===== src/rtl/dmem_arbiter.sv =====
// Two-port arbiter/sequencer for a single-port data memory: one access every
// two cycles, registered per-port responses two cycles after acceptance.
module dmem_arbiter #(
   parameter int DEPTH = 1024,
   parameter bit RR_EN = 1'b1
) (
   input  logic        clk,
   input  logic        rst,
   input  logic        req0_valid,
   output logic        req0_ready,
   input  logic        req0_we,
   input  logic [31:0] req0_addr,
   input  logic [31:0] req0_wdata,
   output logic        rsp0_valid,
   output logic [31:0] rsp0_rdata,
   output logic        rsp0_err,
   input  logic        req1_valid,
   output logic        req1_ready,
   input  logic        req1_we,
   input  logic [31:0] req1_addr,
   input  logic [31:0] req1_wdata,
   output logic        rsp1_valid,
   output logic [31:0] rsp1_rdata,
   output logic        rsp1_err,
   output logic        mem_we,
   output logic [31:0] mem_a,
   output logic [31:0] mem_wd,
   input  logic [31:0] mem_rd,
   output logic        busy
);

   localparam logic [31:0] DEPTH_W = 32'(DEPTH);

   typedef enum logic [0:0] {
      IDLE   = 1'b0,
      ACCESS = 1'b1
   } state_t;

   state_t      state_r, state_s;
   logic        last_grant_r;
   logic        lat_we_r;
   logic        lat_port_r;
   logic [31:0] lat_addr_r;
   logic [31:0] lat_wdata_r;
   logic        grant_s;
   logic        hs_s;
   logic        in_range_s;
   logic [31:0] rsp_data_s;

   // Ties alternate away from the previous winner in round-robin mode.
   function automatic logic pick_port(input logic v0, input logic v1,
                                      input logic last, input logic rr);
      logic p;
      if (v0 && v1) begin
         if (rr) begin
            p = ~last;
         end else begin
            p = 1'b0;
         end
      end else begin
         p = v1;
      end
      return p;
   endfunction

   // Arbitration, handshake and next-state selection.
   always_comb begin
      state_s    = state_r;
      grant_s    = 1'b0;
      hs_s       = 1'b0;
      req0_ready = 1'b0;
      req1_ready = 1'b0;
      case (state_r)
         IDLE: begin
            grant_s = pick_port(req0_valid, req1_valid, last_grant_r, RR_EN);
            if (rst && (req0_valid || req1_valid)) begin
               hs_s       = 1'b1;
               state_s    = ACCESS;
               req0_ready = ~grant_s;
               req1_ready = grant_s;
            end else begin
               state_s = IDLE;
            end
         end
         ACCESS: begin
            state_s = IDLE;
         end
         default: begin
            state_s = IDLE;
         end
      endcase
   end

   // Memory-side drive and response data for the access in flight.
   always_comb begin
      in_range_s = (lat_addr_r < DEPTH_W);
      if (!lat_we_r && in_range_s) begin
         rsp_data_s = mem_rd;
      end else begin
         rsp_data_s = 32'd0;
      end
      if ((state_r == ACCESS) && lat_we_r && in_range_s && rst) begin
         mem_we = 1'b1;
      end else begin
         mem_we = 1'b0;
      end
   end

   assign mem_a  = lat_addr_r;
   assign mem_wd = lat_wdata_r;
   assign busy   = (state_r == ACCESS);

   // State, request latch and per-port response registers.
   always_ff @(posedge clk) begin
      if (!rst) begin
         state_r      <= IDLE;
         last_grant_r <= 1'b1;
         lat_we_r     <= 1'b0;
         lat_port_r   <= 1'b0;
         lat_addr_r   <= 32'd0;
         lat_wdata_r  <= 32'd0;
         rsp0_valid   <= 1'b0;
         rsp0_rdata   <= 32'd0;
         rsp0_err     <= 1'b0;
         rsp1_valid   <= 1'b0;
         rsp1_rdata   <= 32'd0;
         rsp1_err     <= 1'b0;
      end else begin
         state_r    <= state_s;
         rsp0_valid <= 1'b0;
         rsp1_valid <= 1'b0;
         if (hs_s) begin
            last_grant_r <= grant_s;
            lat_port_r   <= grant_s;
            lat_we_r     <= grant_s ? req1_we    : req0_we;
            lat_addr_r   <= grant_s ? req1_addr  : req0_addr;
            lat_wdata_r  <= grant_s ? req1_wdata : req0_wdata;
         end
         // Response lands on the edge that closes the ACCESS cycle.
         if (state_r == ACCESS) begin
            if (lat_port_r == 1'b0) begin
               rsp0_valid <= 1'b1;
               rsp0_rdata <= rsp_data_s;
               rsp0_err   <= ~in_range_s;
            end else begin
               rsp1_valid <= 1'b1;
               rsp1_rdata <= rsp_data_s;
               rsp1_err   <= ~in_range_s;
            end
         end
      end
   end

endmodule


===== config.mk =====
export PLATFORM = sky130hd
export DESIGN_NAME = dmem_arbiter
export DESIGN_NICKNAME = d
export VERILOG_FILES = /design/src/rtl/dmem_arbiter.sv
export SDC_FILE = /design/constraint.sdc
export NUM_CORES = 1
export LEC_CHECK = 0
export CORE_MARGIN = 1.5
export CORE_UTILIZATION = 30
export CTS_BUF_LIST = sky130_fd_sc_hd__clkbuf_4 sky130_fd_sc_hd__clkbuf_8
export DETAILED_ROUTE_END_ITERATION = 10
export GPL_TIMING_DRIVEN = 0
export MAX_ROUTING_LAYER = met4
export PLACE_DENSITY = 0.63
export SETUP_SLACK_MARGIN = 0.05
export SLEW_MARGIN = 5
export SYNTH_ARGS = -nofsm -noshare
export SYNTH_HDL_FRONTEND = slang
export SYNTH_SLANG_ARGS = --single-unit

===== constraint.sdc =====
create_clock -name clk -period 3.3 [get_ports clk]
set_clock_uncertainty 0.1 [all_clocks]
set_input_delay 0.66 -clock clk [delete_from_list [all_inputs] [get_ports clk]]
set_output_delay 0.66 -clock clk [all_outputs]
set_load 0.05 [all_outputs]

==> results.sh <==
export IMPL_outcome="completed"
export IMPL_placed_cells=1154
export IMPL_fillers=1834
export IMPL_gr_usage_met2=0.348
export IMPL_syn_area_sq_um=5670
export IMPL_grt_antenna_before_repair=0
export IMPL_die_area_sq_um=19700
export IMPL_busiest_layer="met2"
export IMPL_startpoint_type="flip-flop"
export IMPL_grt_util_met1=0.254
export IMPL_drt_iter0_drc=206
export IMPL_wl_per_cell_microns=17.2
export IMPL_ys_warn_count=0
export IMPL_synth_area_leader_cell="dfxtp_1"
export IMPL_hold_violations=0
export IMPL_clkSlewWorstSetupHoldPaths_ns=0.08
export IMPL_die_y_microns=141
export IMPL_synthTopCellsByArea="dfxtp_1, mux2i_1, nand3_1, o21ai_2, o21ai_0"
export IMPL_vias_per_cell=4.81
export IMPL_fp_dieW_microns=141
export IMPL_htree_levels=4
export IMPL_cts_made_buffers=17
export IMPL_cts_hold_buf=0
export IMPL_numClockSinks=136
export IMPL_worstSetupPathType="reg2out"
export IMPL_multi_input_area_sq_um=2640
export IMPL_grt_pass1_vias=5633
export IMPL_clk_latency_ns=0.45
export IMPL_synth_top_cell_area_share=0.480
export IMPL_synth_cell_types=28
export IMPL_wirelength_mm=20.4
export IMPL_syn_inst=619
export IMPL_cts_tree="yes"
export IMPL_ys_seq_area_frac=0.480
export IMPL_fin_crit_sh=0.963
export IMPL_finish_utilization=0.507
export IMPL_peakVddDrop_uv=216
export IMPL_synth_nets=785
export IMPL_drc_errors=0
export IMPL_grt_total_usage=0.213
export IMPL_cts_root_buf="clkbuf_8"
export IMPL_gp_congestion=0.815
export IMPL_timing_fmax_mhz=315
export IMPL_critPathArrivalTime_ns=2.42
export IMPL_maxCapViolCount=0
export IMPL_rsz0062_at_grt="yes"
export IMPL_coreArea_sq_um=18600
export IMPL_cp_max_fo=3
export IMPL_cpMaxStageDelayCell="or4_2"
export IMPL_dp_hpwl_mm=16.0
export IMPL_critPathBufInv=1
export IMPL_row_count=50
export IMPL_grt_start_max_net_pins=20
export IMPL_power_leakage_nw=3.33
export IMPL_io_buffers=301
export IMPL_diodes=0
export IMPL_layout_drive_gt1_share=0.116
export IMPL_grt_pass1_wl_mm=31.2
export IMPL_start_util=0.304
export IMPL_setup_violations=0
export IMPL_ys_ff_latch=136
export IMPL_cp_required_ns=2.54
export IMPL_syn_to_final_growth_pct=66.5
export IMPL_crit_chain="or4_4 -> or4_2 -> nor4_4 -> clkbuf_4"
export IMPL_stdcell_count=1184
export IMPL_critPathMaxStageDelay_ns=0.66
export IMPL_critPathTopFamily="simple AND/OR/NAND/NOR gates"
export IMPL_clock_path_buffers=2
export IMPL_layout_nets=1103
export IMPL_end_kind="output port"
export IMPL_fin_crit_ns=3.18
export IMPL_gr_total_overflow=0
export IMPL_boundaryPins=302
export IMPL_seq_area_sq_um=2720
export IMPL_holdWs_ns=0.369
export IMPL_tightest_slew_ns=0.705
export IMPL_relSlewSlack=0.530
export IMPL_drt_pass1_iterations=6
export IMPL_avgSynthCellArea_sq_um=9.17
export IMPL_met3_usage=0.0626
export IMPL_slew_viol_final=0
export IMPL_hp_class="reg2reg"
export IMPL_cellPowerDensity_nw_per_um2=463
export IMPL_ant_nets=0
export IMPL_via_count=5690
## stage by stage
| step | total power [mW] | setup TNS (ns) | worst slack [ns] | area, sq um |
|---|---|---|---|---|
| after floorplan | 2.37 | 0 | 0.274 | 5690 |
| after global placement | 2.87 | -2.45 | -1.24 | 8990 |
| after detailed placement | 2.87 | -2.64 | -1.25 | 8990 |
| after CTS | 4.42 | 0 | 0.0277 | 9440 |
| after global routing | 4.57 | 0 | 0.0417 | 9450 |
| final | 4.38 | 0 | 0.123 | 9450 |
## tightest hold or removal path, cell delays in order (launching register included)
cell and delay, ns:
dfxtp_1 0.31, nand3_1 0.07, o21ai_2 0.05
## per-layer routing
layer  up-vias  routed length (microns)
met1      2632                     8860
met5         -                        0
met2       209                     9830
li1       2825                        -
met4         0                      374
met3        24                     1310
## where the power goes
group | internal [mW] | leakage, nW | switching [mW]
Clock | 0.881 | 0.221 | 0.669
Combinational | 0.423 | 2.00 | 0.613
Sequential | 1.73 | 1.11 | 0.0593
## cell usage after synthesis, drive strengths merged
master / count
a21boi: 1
a21oi: 2
a31oi: 2
and2: 4
and3: 2
buf: 14
clkbuf: 44
dfxtp: 136
inv: 2
mux2i: 65
nand2: 70
nand2b: 1
nand3: 129
nor2: 3
nor3: 2
nor4: 4
o211ai: 1
o21a: 1
o21ai: 131
or3: 1
or4: 3
or4b: 1
## layout make-up
cell class | count | share of cell area
repair buffers | 302 | 0.320
flip-flops and latches | 136 | 0.288
multi-input cells | 423 | 0.279
plain buffers | 55 | 0.0342
well taps | 234 | 0.0310
clock buffers | 20 | 0.0291
clock inverters | 12 | 0.0181
inverters | 2 | 0.000795
## cells in the final DEF, fill, tap and decap left out, types with 3 or more instances in the layout
cell type        count
and2_1               4
clkbuf_8            20
nor2_1               3
buf_12               6
nand3_1            129
dfxtp_1            136
mux2i_1             65
o21ai_2             60
o21ai_0             71
nand2_1             70
bufinv_16            4
nor4_1               3
clkdlybuf4s50_1    298
buf_1                4
clkbuf_1            40
clkinv_2             4
clkinvlp_4           3
## cell families (layout without fill, tap and decap cells)
family	count (synthesis)	after routing	synth area share
buffers and inverters	60	391	0.0587
AOI/OAI and AO/OA	138	138	0.163
muxes	65	65	0.115
and+or+nand+nor	220	220	0.184
DFF	136	136	0.480
## sequential cells by signal, summed over array words and instances, names as in the netlist, 32 cells and up
signal / cells
mem_wd: 32
rsp1_rdata: 32
mem_a: 32
rsp0_rdata: 32
## repair_timing
item,in CTS,in global routing
setup buffers,1,0
setup endpoints to repair,3,2
resized for setup,13,3
pin swaps,1,0
hold endpoints to repair,0,0
## final timing paths
check                              start  cells past startpoint  slack (ns)                           to
min          rsp1_rdata[28]$_SDFFE_PN0P_                      2        0.37  rsp1_rdata[28]$_SDFFE_PN0P_
max reg2reg       mem_a[20]$_SDFFE_PN0P_                      6        0.80  rsp1_rdata[25]$_SDFFE_PN0P_
max               mem_a[20]$_SDFFE_PN0P_                      4        0.12                       mem_we
min reg2reg  rsp1_rdata[28]$_SDFFE_PN0P_                      2        0.37  rsp1_rdata[28]$_SDFFE_PN0P_
(Power assumes the default switching activity.)
